==> config.mk <==
export PLATFORM = sky130hd
export DESIGN_NAME = stdp_synapse_array
export DESIGN_NICKNAME = d
export VERILOG_FILES = /design/src/rtl/stdp_synapse_array.sv
export SDC_FILE = /design/constraint.sdc
export NUM_CORES = 1
export LEC_CHECK = 0
export ABC_AREA = 1
export BUFFER_PORTS_ARGS = -buffer_cell sky130_fd_sc_hd__buf_4
export CORE_MARGIN = 2
export CORE_UTILIZATION = 51
export DETAILED_ROUTE_END_ITERATION = 7
export GPL_ROUTABILITY_DRIVEN = 0
export GPL_TIMING_DRIVEN = 0
export PLACE_DENSITY_LB_ADDON = 0.25
export RECOVER_POWER = 50
export SYNTH_ARGS = -nofsm -noshare
export SYNTH_HDL_FRONTEND = slang
export SYNTH_SLANG_ARGS = --single-unit
export TNS_END_PERCENT = 100
==> constraint.sdc <==
create_clock -name clk -period 8 [get_ports clk]
set_input_delay 1.2 -clock clk [delete_from_list [all_inputs] [get_ports clk]]
set_output_delay 1.2 -clock clk [all_outputs]
set_load 0.05 [all_outputs]
==> src/rtl/stdp_synapse_array.sv <==
// -----------------------------------------------------------------------------
// stdp_synapse_array
//
// Learning synapse bank. N_CH presynaptic channels converge on a single
// postsynaptic neuron. Each channel keeps a pre-trace and the neuron shares
// one post-trace. Both kinds of trace decay geometrically. Pair-based STDP
// adapts each weight with saturation. The bank also produces the weighted input
// current for the downstream LIF neuron.
//
// Ports
//   clk          clock; all state updates on the rising edge
//   rst          synchronous, active-high reset
//   pre_spike    [N_CH]       presynaptic spikes, one bit per channel
//   post_spike   1            postsynaptic spike (from the LIF spike output)
//   learn_en     1            1: weights adapt, 0: weights frozen
//   weights      [N_CH*W_W]   packed weights, channel i at [i*W_W +: W_W]
//   current_out  [CUR_W]      registered, saturated sum of spiking weights
//   pre_trace    [N_CH*TR_W]  packed pre-traces, channel i at [i*TR_W +: TR_W]
//   post_trace   [TR_W]       shared post-trace
// -----------------------------------------------------------------------------
module stdp_synapse_array #(
  parameter int N_CH        = 4,
  parameter int W_W         = 8,
  parameter int W_MAX       = 127,
  parameter int W_MIN       = 0,
  parameter int W_INIT      = 64,
  parameter int TR_W        = 8,
  parameter int TR_MAX      = 255,
  parameter int DECAY_SHIFT = 3,
  parameter int LTP_SHIFT   = 2,
  parameter int LTD_SHIFT   = 3,
  parameter int CUR_W       = 8
) (
  input  logic                   clk,
  input  logic                   rst,
  input  logic [N_CH-1:0]        pre_spike,
  input  logic                   post_spike,
  input  logic                   learn_en,
  output logic [N_CH*W_W-1:0]    weights,
  output logic [CUR_W-1:0]       current_out,
  output logic [N_CH*TR_W-1:0]   pre_trace,
  output logic [TR_W-1:0]        post_trace
);

  // The signed update width is W_W+2 bits. It is widened further when the
  // trace is wider than the weight, so that a large LTP step cannot wrap.
  localparam int UPD_W = ((W_W > TR_W) ? W_W : TR_W) + 2;
  localparam int ACC_W = W_W + $clog2(N_CH) + 1;

  localparam logic [TR_W-1:0]         TR_LOAD  = TR_W'(TR_MAX);
  localparam logic [W_W-1:0]          W_RST    = W_W'(W_INIT);
  localparam logic [W_W-1:0]          W_HI     = W_W'(W_MAX);
  localparam logic [W_W-1:0]          W_LO     = W_W'(W_MIN);
  localparam logic signed [UPD_W-1:0] W_MAX_S  = UPD_W'(W_MAX);
  localparam logic signed [UPD_W-1:0] W_MIN_S  = UPD_W'(W_MIN);
  localparam logic [31:0]             CUR_MAX  = 32'((64'(1) << CUR_W) - 64'(1));

  logic [W_W-1:0]   w_q      [N_CH];
  logic [W_W-1:0]   w_d      [N_CH];
  logic [TR_W-1:0]  pre_tr_q [N_CH];
  logic [TR_W-1:0]  pre_tr_d [N_CH];
  logic [TR_W-1:0]  post_tr_q, post_tr_d;
  logic [CUR_W-1:0] cur_q, cur_d;
  logic [ACC_W-1:0] acc;

  // Geometric decay. The step never falls below 1, so a trace that is not
  // refreshed always reaches zero in a bounded number of cycles.
  function automatic logic [TR_W-1:0] decay(input logic [TR_W-1:0] tr);
    logic [TR_W-1:0] step;
    step = tr >> DECAY_SHIFT;
    if (step == '0) step = TR_W'(1);
    return (tr == '0) ? '0 : tr - step;
  endfunction

  // Next-state logic. Every term reads only registered values, so LTP, LTD
  // and the current sum all use the traces and weights from before the edge.
  always_comb begin
    // NOTE: every comb output gets a default before any branch; otherwise a
    // path that skips the assignment infers a latch.
    post_tr_d = post_spike ? TR_LOAD : decay(post_tr_q);
    acc       = '0;
    cur_d     = '0;

    for (int i = 0; i < N_CH; i++) begin
      logic signed [UPD_W-1:0] ltp;
      logic signed [UPD_W-1:0] ltd;
      logic signed [UPD_W-1:0] sum;
      ltp = '0;
      ltd = '0;
      sum = '0;

      pre_tr_d[i] = pre_spike[i] ? TR_LOAD : decay(pre_tr_q[i]);
      w_d[i]      = w_q[i];

      if (learn_en) begin
        if (post_spike)   ltp = UPD_W'(pre_tr_q[i] >> LTP_SHIFT);
        if (pre_spike[i]) ltd = UPD_W'(post_tr_q >> LTD_SHIFT);
        sum = $signed(UPD_W'(w_q[i])) + ltp - ltd;
        if (sum < W_MIN_S)      w_d[i] = W_LO;
        else if (sum > W_MAX_S) w_d[i] = W_HI;
        else                    w_d[i] = sum[W_W-1:0];
      end

      if (pre_spike[i]) acc = acc + ACC_W'(w_q[i]);
    end

    if (32'(acc) > CUR_MAX) cur_d = CUR_W'(CUR_MAX);
    else                    cur_d = CUR_W'(acc);
  end

  // NOTE: sequential state uses non-blocking assignments only. Then every
  // register samples pre-edge values whatever order the updates appear in.
  always_ff @(posedge clk) begin
    if (rst) begin
      // NOTE: the weight array is a small register bank, not RAM. Reset reaches
      // every entry so that learning restarts from W_INIT.
      for (int i = 0; i < N_CH; i++) begin
        w_q[i]      <= W_RST;
        pre_tr_q[i] <= '0;
      end
      post_tr_q <= '0;
      cur_q     <= '0;
    end else begin
      for (int i = 0; i < N_CH; i++) begin
        w_q[i]      <= w_d[i];
        pre_tr_q[i] <= pre_tr_d[i];
      end
      post_tr_q <= post_tr_d;
      cur_q     <= cur_d;
    end
  end

  for (genvar g = 0; g < N_CH; g++) begin : g_pack
    assign weights[g*W_W +: W_W]    = w_q[g];
    assign pre_trace[g*TR_W +: TR_W] = pre_tr_q[g];
  end

  assign post_trace  = post_tr_q;
  assign current_out = cur_q;

endmodule
==> results of run 1 <==
state kept, by name (all words and copies together), names as in the netlist:
name         cells
current_out      8
w_q             32
pre_tr_q        32
post_trace       8
per-stage QoR:
stage	hold WS (ns)	cell area (um2)	cells	utilization	power [mW]
2_1_floorplan	0.697	7830	1188	-	2.75
6_report	0.514	8810	1477	0.584	3.72
5_1_grt	0.536	8810	1477	0.584	4.12
3_3_place_gp	0.501	8710	1462	0.577	3.28
4_1_cts	0.522	9030	1477	0.599	3.80
3_5_place_dp	0.512	8710	1462	0.577	3.33
power by group through the flow:
| stage | logic [mW] | registers [mW] | clock network [mW] |
|---|---|---|---|
| final | 2.60 | 0.668 | 0.451 |
| after floorplan | 1.72 | 1.03 | 0 |
| after CTS | 2.67 | 0.671 | 0.458 |
| after global routing | 2.96 | 0.683 | 0.476 |
| after global placement | 2.60 | 0.679 | 0 |
| after detailed placement | 2.65 | 0.679 | 0 |
worst paths after layout:
kind	slack [ns]	end
max reg2reg	3.01	current_out[1]
min reg2reg	0.51	w_q[1][5]
min	0.51	w_q[1][5]
max	2.49	current_out[1]
worst min-delay path, cell delays in order (launching register included):
cell     delay [ns]
dfxtp_1        0.34
nand2_1        0.08
nand2_1        0.05
cell families (layout without fill, tap and decap cells):
family	after synthesis	count (layout)	synth area share
AO/OA/AOI/OAI	154	154	0.103
XOR/XNOR	39	39	0.0484
flip-flops	80	80	0.205
AND/OR/NAND/NOR	522	522	0.288
buffers and inverters	268	369	0.129
adder cells (fa/ha/maj)	125	125	0.227
final cells by class:
type,instances,area (um2),share of cell area
plain buffers,20,80.1,0.00908
clock buffers,12,256,0.0291
clock inverters,3,65.1,0.00738
inverters,248,931,0.106
multi-input cells,840,5220,0.592
flip-flops and latches,80,1600,0.182
well taps,188,235,0.0267
repair buffers,86,428,0.0485
layout by cell type, fill, tap and decap left out, types with 2 or more instances in the layout:
cell type    n
buf_4       28
a21oi_1     84
o21ai_0     43
o21a_1       2
clkinv_1     2
nand2_1    309
nor2_1      59
fa_1        28
bufinv_16    2
xnor2_1      9
a21o_1       4
ha_1        97
xor2_2       5
buf_2        4
nor2_2       5
clkbuf_8     2
xor2_1      25
nand3b_1     4
o21ai_1     15
clkbuf_16    9
or2_2       15
and2_1       3
nand3_1     86
nand4_1     21
clkbuf_1    75
or3_1        4
dfxtp_1     80
nor4_1       4
nand2_2      5
nand3_2      4
inv_1      246
layer usage:
layer  vias up  wire length, um  part of all wire
met5         -                0                 0
met4         0              399             0.020
met3        33              883             0.045
met2       163             9310              0.47
met1      3399             9010              0.46
li1       3939                -                 -
==> summary.md, run 1 <==
| Metric | Value |
|---|---|
| Status | `finished clean` |
| # diodes | `0` |
| Vias in the first global route | `6,941` |
| Post-Synthesis Cells | `1,188` |
| #FFs+latches synth | `80` |
| Int Power | `1.71 mW` |
| Number of synthesized flops with an enable pin | `0` |
| Cell with the largest stage delay on the worst path | `fa_1` |
| Effective utilization at floorplan | `0.519` |
| Sw Ratio | `0.540` |
| CP peak stage delay | `0.40 ns` |
| Unrepaired setup endpoints after global routing | `false` |
| GR peak layer | `met2` |
| Met1 usage | `0.320` |
| Worst setup path class | `in -> reg` |
| FMAX | `182 MHz` |
| Net Sw Power | `2.01 mW` |
| Core area | `15,100 um2` |
| Via count | `7,534` |
| GR Util met2 | `0.435` |
| Arr. time, crit path | `5.72 ns` |
| Worst R2R Path Depth | `29` |
| Setup slack at placement | `2.26 ns` |
| Post-DR wirelength/cell | `13.3 um` |
| First drt pass iteration count | `5` |
| Ys async rst share | `0` |
| Hold Crit Class | `reg -> reg` |
| Sequential power share | `0.180` |
| Sequential fraction of the synthesis area | `0.205` |
| Final Cycle Share | `0.688` |
| H-tree depth | `3` |
| Count of different cell masters after synthesis | `36` |
| Clock latency on the worst-skew pair | `0.35 ns` |
| Post-route DRC | `0` |
| DRT iter0 DRCs | `426` |
| Routed WL | `19,600 um` |
| Most instantiated cells after synthesis | `nand2_1 (309), inv_1 (246), ha_1 (97)` |
| Largest area contributor in the netlist | `dfxtp_1` |
| Fill count | `1,532` |
| Rows | `45` |
| Fin worst setup slack | `2.49 ns` |
| Overflow after GRT | `0` |
| First-pass GRT wire length | `32,700 um` |
| Clk buf depth | `2` |
| Crit-path most repeated cell | `nand2_1` |
| Critical Path Stages | `30` |
| Comb power frac | `0.699` |
| Crit path max-delay family | `simple AND/OR/NAND/NOR gates` |
| Final Slew Violations | `0` |
| CP Launch Type | `primary input` |
| Hold_buf cts | `0` |
| Root Buffer | `clkbuf_16` |
| Leakage power | `4.94 nW` |
| Die ar. | `16,400 um2` |
| Crit Reg-Reg Startpoint | `w_q[0][0]` |
| Die Ht | `128 um` |
| Worst Tran Pin Value | `0.708 ns` |
| CP endpoint kind | `flip-flop` |
| Worst rel slew slack | `0.528` |
| Final Setup Violations | `0` |
| Count leader, synth | `nand2_1` |
| Fin Setup TNS | `0 ns` |
| GRT met3 Usage | `0.0442` |
| Power density cells | `421 nW/um2` |
| CTS Buf Count | `9` |
| Ranking of synthesized cells by area | `dfxtp_1 (20%), ha_1 (15%), nand2_1 (15%)` |
| Num ports | `88` |
| CTS resizes | `0` |
| Layout area overhead | `12.6%` |
| Share of layout cells above drive strength 1 | `0.0636` |
| Vias/cell | `5.10` |
| Min Tclk post-route | `5.51 ns` |
| Antenna Nets Post-Route | `0` |
| Worst Path Max Fanout | `8` |
| Share of the synthesized area in the top cell type | `0.205` |
| Initial antenna violation count | `0` |
| Hold_sp | `w_q[1][5]` |
| Top FF cell, synth | `dfxtp_1` |
| Die X | `128 um` |
| Detailed placement HPWL | `15,900 um` |
| Setup bufs post-CTS | `0` |
| NumNets Final | `1,418` |
| Largest net degree at the start of global routing | `13` |
| CTS tree | `built` |
| Buf+Inv Stages, Crit Path | `4` |
| Port-buffer cells | `86` |
| Cell Area, Synth | `7830 um2` |
| Final hold vios | `0` |
| Clk slew on worst S/H paths | `0.06 ns` |
| Worst Path Required | `8.21 ns` |
| Worst vdd ir | `0.168 mV` |
| Hold Crit Depth | `2` |
| Clock skew | `0.0107 ns` |
| Clock sinks | `80` |
| Clock power share | `0.121` |
| Max_cap viols | `0` |
| Tot GR Track Use | `0.250` |
| Yosys warning total | `0` |
| Syn avg cell area | `6.59 um2` |
| Setup crit start | `pre_spike[0]` |
| Syn nets | `1,321` |
No activity file was read; power rests on OpenSTA's default activity.
==> inputs of run 2 (changes only) <==
==> constraint.sdc (replaced) <==
create_clock -name clk -period 4.71 [get_ports clk]
set_input_delay 0.7065 -clock clk [delete_from_list [all_inputs] [get_ports clk]]
set_output_delay 0.7065 -clock clk [all_outputs]
set_load 0.05 [all_outputs]
==> run 2 against run 1 <==
Against the previous run:
- sequential share of layout area fell by 0.15 points
- routed wire length grew 1.1%
- utilization is 0.55 points higher
- critical path type unchanged
==> summary.md, run 2 (same netlist as run 1, synthesis figures left out) <==
| Metric | Value |
|---|---|
| Crit path to | `current_out[2] (was current_out[1])` |
| Vias in the first global route | `6,936 (was 6,941)` |
| Hold_buf cts | `0 (unchanged)` |
| Post-DR wirelength/cell | `13.4 um (was 13.3 um)` |
| Die Ht | `128 um (unchanged)` |
| Clock sinks | `80 (unchanged)` |
| Rows | `45 (unchanged)` |
| Critical Path Stages | `31 (was 30)` |
| Int Power | `2.94 mW (was 1.71 mW)` |
| Clock latency on the worst-skew pair | `0.35 ns (about the same)` |
| Regs by FF count | `pre_tr_q (32), w_q (32) (unchanged)` |
| Largest net degree at the start of global routing | `13 (unchanged)` |
| Worst rel slew slack | `0.529 (was 0.528)` |
| Flop2flop setup slack | `0.42 ns (was 3.01 ns)` |
| Max_cap viols | `0 (unchanged)` |
| Detailed placement HPWL | `15,900 um (unchanged)` |
| CP endpoint kind | `flip-flop (unchanged)` |
| Worst Path Max Fanout | `8 (unchanged)` |
| Final hold vios | `0 (unchanged)` |
| Num ports | `88 (unchanged)` |
| Final Slew Violations | `0 (unchanged)` |
| Power, Total | `6.39 mW (was 3.72 mW)` |
| Fill count | `1,523 (was 1,532)` |
| Crit Reg-Reg Startpoint | `w_q[0][0] (unchanged)` |
| Initial antenna violation count | `0 (unchanged)` |
| Worst Tran Pin Value | `0.706 ns (was 0.708 ns)` |
| NumNets Final | `1,419 (was 1,418)` |
| Worst R2R Path Depth | `30 (was 29)` |
| Overflow after GRT | `0 (unchanged)` |
| FMAX | `229 MHz` |
| # diodes | `0 (unchanged)` |
| Buf+Inv Stages, Crit Path | `4 (unchanged)` |
| Share of layout cells above drive strength 1 | `0.0698 (was 0.0636)` |
| Worst vdd ir | `0.289 mV (was 0.168 mV)` |
| Crit-path most repeated cell | `nand2_1 (unchanged)` |
| Setup crit start | `pre_spike[0] (unchanged)` |
| Via count | `7,541 (was 7,534)` |
| Sw Ratio | `0.541 (was 0.540)` |
| CTS Buf Count | `9 (unchanged)` |
| Clk buf depth | `2 (unchanged)` |
| Routed WL | `19,800 um (was 19,600 um)` |
| Sequential power share | `0.179 (was 0.180)` |
| Die X | `128 um (unchanged)` |
| Crit path max-delay family | `simple AND/OR/NAND/NOR gates (unchanged)` |
| Die ar. | `16,400 um2 (unchanged)` |
| Most frequent cells in the layout | `nand2_1 (306), inv_1 (245), ha_1 (91) (was nand2_1 (309), inv_1 (246), ha_1 (97))` |
| Core area | `15,100 um2 (unchanged)` |
| Vias/cell | `5.10 (about the same)` |
| First drt pass iteration count | `5 (unchanged)` |
| Cell with the largest stage delay on the worst path | `fa_2 (was fa_1)` |
| CP Launch Type | `primary input (unchanged)` |
| Port-buffer cells | `86 (unchanged)` |
| Arr. time, crit path | `4.58 ns (was 5.72 ns)` |
| Hold Crit Class | `reg -> reg (unchanged)` |
| DRT iter0 DRCs | `387 (was 426)` |
| Tot GR Track Use | `0.250 (about the same)` |
| Final core occ | `0.590 (was 0.584)` |
| Unrepaired setup endpoints after global routing | `false (unchanged)` |
| Final Setup Violations | `0 (unchanged)` |
| First-pass GRT wire length | `32,700 um (about the same)` |
| Final Cycle Share | `0.927` |
| Clk slew on worst S/H paths | `0.06 ns (about the same)` |
| Commonest non-fill, non-tap cell in the layout | `nand2_1 (unchanged)` |
| Clock power share | `0.120 (was 0.121)` |
| Worst setup path class | `in -> reg (unchanged)` |
| Status | `finished clean (unchanged)` |
| Net Sw Power | `3.45 mW (was 2.01 mW)` |
| Post-route DRC | `0 (unchanged)` |
| H-tree depth | `3 (unchanged)` |
| Worst flop-to-flop path endpoint | `current_out[2] (was current_out[1])` |
| Worst Path Required | `4.92 ns (was 8.21 ns)` |
| Effective utilization at floorplan | `0.519 (unchanged)` |
| Comb power frac | `0.700 (was 0.699)` |
| Clock skew | `0.0106 ns (was 0.0107 ns)` |
| Layout area overhead | `13.6% (was 12.6%)` |
| Leakage power | `4.90 nW (was 4.94 nW)` |
| Min Tclk post-route | `4.36 ns` |
| Antenna Nets Post-Route | `0 (unchanged)` |
| CP peak stage delay | `0.34 ns (was 0.40 ns)` |
| CTS tree | `built (unchanged)` |
| Power density cells | `718 nW/um2 (was 421 nW/um2)` |
| Root Buffer | `clkbuf_16 (unchanged)` |
==> run 2: changes by cell type in the layout (fill, tap and decap cells not counted), moves of 3 or more <==
cell      previous run  this run
clkbuf_1            75        88
buf_4               28        16
ha_1                97        91
ha_4                 0         6
nor2_1              59        55
nand2_1            309       306
nand2_2              5         8
nor2_2               5         8
==> run 2: worst min path at each step <==
| stage | start | depth (start not counted) | to | slack, ns |
|---|---|---|---|---|
| 2_1_floorplan | w_q[1][0] | 2 | w_q[1][0] | 0.70 |
| 3_3_place_gp | w_q[1][5] | 2 | w_q[1][5] | 0.50 |
| 3_5_place_dp | w_q[1][5] | 2 | w_q[1][5] | 0.51 |
| 4_1_cts | w_q[1][5] | 2 | w_q[1][5] | 0.52 |
| 5_1_grt | w_q[1][5] | 2 | w_q[1][5] | 0.54 |
| 6_report | w_q[1][5] | 2 | w_q[1][5] | 0.51 |
==> run 2: cell type report <==
cell class / instances / area (um2) / area share
repair buffers: 87 / 387 / 0.0435
inverters: 248 / 931 / 0.105
well taps: 188 / 235 / 0.0264
multi-input cells: 840 / 5340 / 0.600
plain buffers: 20 / 80.1 / 0.00900
clock buffers: 12 / 256 / 0.0288
flip-flops and latches: 80 / 1600 / 0.180
clock inverters: 3 / 65.1 / 0.00731
==> run 2: layer usage <==
| layer | GRT usage | vias to the layer above | wire [um] |
|---|---|---|---|
| met1 | 0.318 | 3393 | 8970 |
| met2 | 0.435 | 182 | 9460 |
| li1 | - | 3936 | - |
| met4 | 0.0679 | 0 | 371 |
| met3 | 0.0463 | 30 | 1010 |
| met5 | 0 | - | 0 |
==> run 2: power by group through the flow <==
stage | Combinational [mW] | Clock, mW | Sequential, mW
finish | 4.48 | 0.768 | 1.15
global route | 5.10 | 0.808 | 1.17
CTS | 4.54 | 0.778 | 1.14
detailed placement | 4.50 | 0 | 1.15
global placement | 4.42 | 0 | 1.15
floorplan | 2.92 | 0 | 1.75
==> run 2: per-stage QoR <==
step	instance area (um2)	std cells	setup TNS (ns)	setup WS [ns]	hold WS, ns
final	8900	1478	0	0.346	0.515
after global routing	8900	1478	0	0.000756	0.536
after CTS	9060	1477	0	0.000664	0.522
after detailed placement	8710	1462	-4.20	-0.536	0.512
after global placement	8710	1462	-3.48	-0.445	0.501
after floorplan	7830	1188	0	0.205	0.697
==> run 2: worst register-to-register path, delay by kind of cell, from the launching register on <==
family	cells	cell delay, ns
AO/OA/AOI/OAI	2	0.29
AND/OR/NAND/NOR	21	2.30
buffers and inverters	3	0.17
flip-flops	1	0.37
adder cells (fa/ha/maj)	4	1.00
==> run 2: what timing repair did <==
item / 4_1_cts / 5_1_grt
pin swaps: 0 / 3
endpoints found under the setup margin: 8 / 8
setup buffers: 0 / 1
gates resized for setup: 6 / 18
==> inputs of run 3 (changes only) <==
--- a/config.mk
+++ b/config.mk
@@ -11,7 +11,6 @@
 export CORE_UTILIZATION = 51
 export DETAILED_ROUTE_END_ITERATION = 7
 export GPL_ROUTABILITY_DRIVEN = 0
-export GPL_TIMING_DRIVEN = 0
 export PLACE_DENSITY_LB_ADDON = 0.25
 export RECOVER_POWER = 50
 export SYNTH_ARGS = -nofsm -noshare
==> run 3 against run 2 <==
Against the previous run:
- clock skew barely moved
- sequential cell count did not move
- sequential share of layout area barely moved
- setup slack improved by 0.011 ns
- final cell count fell by 0.27%
- register-to-register slack improved by 0.09 ns
- global-route usage rose by 0.43 points
==> summary.md, run 3 (same netlist as run 1, synthesis figures left out) <==
| Metric | Value |
|---|---|
| Initial antenna violation count | `0 (unchanged)` |
| First-pass GRT wire length | `33,200 um (was 32,700 um)` |
| Overflow after GRT | `0 (unchanged)` |
| Effective utilization at floorplan | `0.519 (unchanged)` |
| Tot GR Track Use | `0.254 (was 0.250)` |
| Routed WL | `19,900 um (was 19,800 um)` |
| DRT iter0 DRCs | `437 (was 387)` |
| Post-route insts no fill | `1,474 (was 1,478)` |
| Num ports | `88 (unchanged)` |
| Clock latency on the worst-skew pair | `0.35 ns (about the same)` |
| Rows | `45 (unchanged)` |
| Core area | `15,100 um2 (unchanged)` |
| # diodes | `0 (unchanged)` |
| Worst Path Required | `4.92 ns (about the same)` |
| Cell with the largest stage delay on the worst path | `ha_4 (was fa_2)` |
| Leakage power | `4.93 nW (was 4.90 nW)` |
| Clk buf depth | `2 (unchanged)` |
| Final Setup Violations | `0 (unchanged)` |
| Setup bufs post-CTS | `0 (unchanged)` |
| FMAX | `230 MHz (was 229 MHz)` |
| Hold Crit Class | `reg -> reg (unchanged)` |
| CP endpoint kind | `flip-flop (unchanged)` |
| Via count | `7,504 (was 7,541)` |
| First drt pass iteration count | `5 (unchanged)` |
| Vias/cell | `5.09 (was 5.10)` |
| Regs by FF count | `pre_tr_q (32), w_q (32) (unchanged)` |
| Root Buffer | `clkbuf_16 (unchanged)` |
| Arr. time, crit path | `4.56 ns (was 4.58 ns)` |
| Final hold vios | `0 (unchanged)` |
| Port-buffer cells | `87 (was 86)` |
| Largest net degree at the start of global routing | `58 (was 13)` |
| Final hold slack | `0.507 ns (was 0.515 ns)` |
| Final core occ | `0.590 (about the same)` |
| CP peak stage delay | `0.30 ns (was 0.34 ns)` |
| Worst vdd ir | `0.295 mV (was 0.289 mV)` |
| Met2 wire len | `9380 um (was 9460 um)` |
| Power density cells | `725 nW/um2 (was 718 nW/um2)` |
| Final Slew Violations | `0 (unchanged)` |
| Vias in the first global route | `7,061 (was 6,936)` |
| Worst Tran Pin Value | `0.765 ns (was 0.706 ns)` |
| Worst setup path class | `in -> reg (unchanged)` |
| Worst rel slew slack | `0.489 (was 0.529)` |
| Status | `finished clean (unchanged)` |
| CTS tree | `built (unchanged)` |
| Post-DR wirelength/cell | `13.5 um (was 13.4 um)` |
| Die X | `128 um (unchanged)` |
| Clock sinks | `80 (unchanged)` |
| Power, Total | `6.45 mW (was 6.39 mW)` |
| Metal-1 WL | `9270 um (was 8970 um)` |
| Final Cycle Share | `0.924 (was 0.927)` |
| CP Launch Type | `primary input (unchanged)` |
| Commonest non-fill, non-tap cell in the layout | `nand2_1 (unchanged)` |
| Clock skew | `0.0107 ns (was 0.0106 ns)` |
| Hold_buf cts | `0 (unchanged)` |
| Most frequent cells in the layout | `nand2_1 (307), inv_1 (246), ha_1 (92) (was nand2_1 (306), inv_1 (245), ha_1 (91))` |
| Crit-path most repeated cell | `nand2_1 (unchanged)` |
| Share of layout cells above drive strength 1 | `0.0770 (was 0.0698)` |
| Max_cap viols | `0 (unchanged)` |
| Detailed placement HPWL | `15,500 um (was 15,900 um)` |
| H-tree depth | `3 (unchanged)` |
| Min Tclk post-route | `4.35 ns (was 4.36 ns)` |
| CTS Buf Count | `9 (unchanged)` |
| Metal3 WL | `714 um (was 1010 um)` |
| Worst Path Max Fanout | `8 (unchanged)` |
| Cells after DPL | `1,458 (was 1,462)` |
| Die Ht | `128 um (unchanged)` |
| Die ar. | `16,400 um2 (unchanged)` |
| Top Layer Used | `met4 (unchanged)` |
| CTS resizes | `0 (was 6)` |
| Layout area overhead | `13.7% (was 13.6%)` |
| Antenna Nets Post-Route | `0 (unchanged)` |
| Clk slew on worst S/H paths | `0.06 ns (about the same)` |
| NumNets Final | `1,414 (was 1,419)` |
| Post-route DRC | `0 (unchanged)` |
| Fin Setup TNS | `0 ns (unchanged)` |
run 3: stage by stage:
stage / instance area (um2) / setup slack (ns)
3_5_place_dp: 8750 / -0.107
3_3_place_gp: 8750 / -0.0156
4_1_cts: 9060 / 0.221
2_1_floorplan: 7830 / 0.205
5_1_grt: 8900 / -0.00418
6_report: 8900 / 0.357
run 3: per-layer routing:
layer  vias up  GRT usage
met5         -          0
met4         0      0.105
met3        39     0.0317
met2       131      0.433
met1      3411      0.326
li1       3923          -
run 3: final timing paths:
path	startpoint	slack, ns	endpoint	cells after the start
setup / recovery	pre_spike[0]	0.36	current_out[4]	32
hold / removal	w_q[1][2]	0.51	w_q[1][2]	2
setup reg to reg	w_q[0][0]	0.51	current_out[4]	32
hold reg to reg	w_q[1][2]	0.51	w_q[1][2]	2
run 3: critical path, delay by kind of cell:
family / cells / cell delay (ns)
AND/OR/NAND/NOR: 20 / 2.15
adder cells (fa/ha/maj): 3 / 0.82
AO/OA/AOI/OAI: 2 / 0.19
buffers and inverters: 7 / 0.70
run 3: power breakdown:
group	total, mW	switching [mW]	leakage [nW]	internal [mW]
Combinational	4.55	2.94	4.11	1.60
Clock	0.763	0.298	0.150	0.465
Sequential	1.14	0.259	0.667	0.883
run 3: layout make-up:
type / count / area, um2
clock inverters: 5 / 81.3
fillers: 1523 / 6180
multi-input cells: 840 / 5330
flip-flops and latches: 80 / 1600
inverters: 248 / 931
clock buffers: 11 / 233
well taps: 188 / 235
repair buffers: 102 / 495
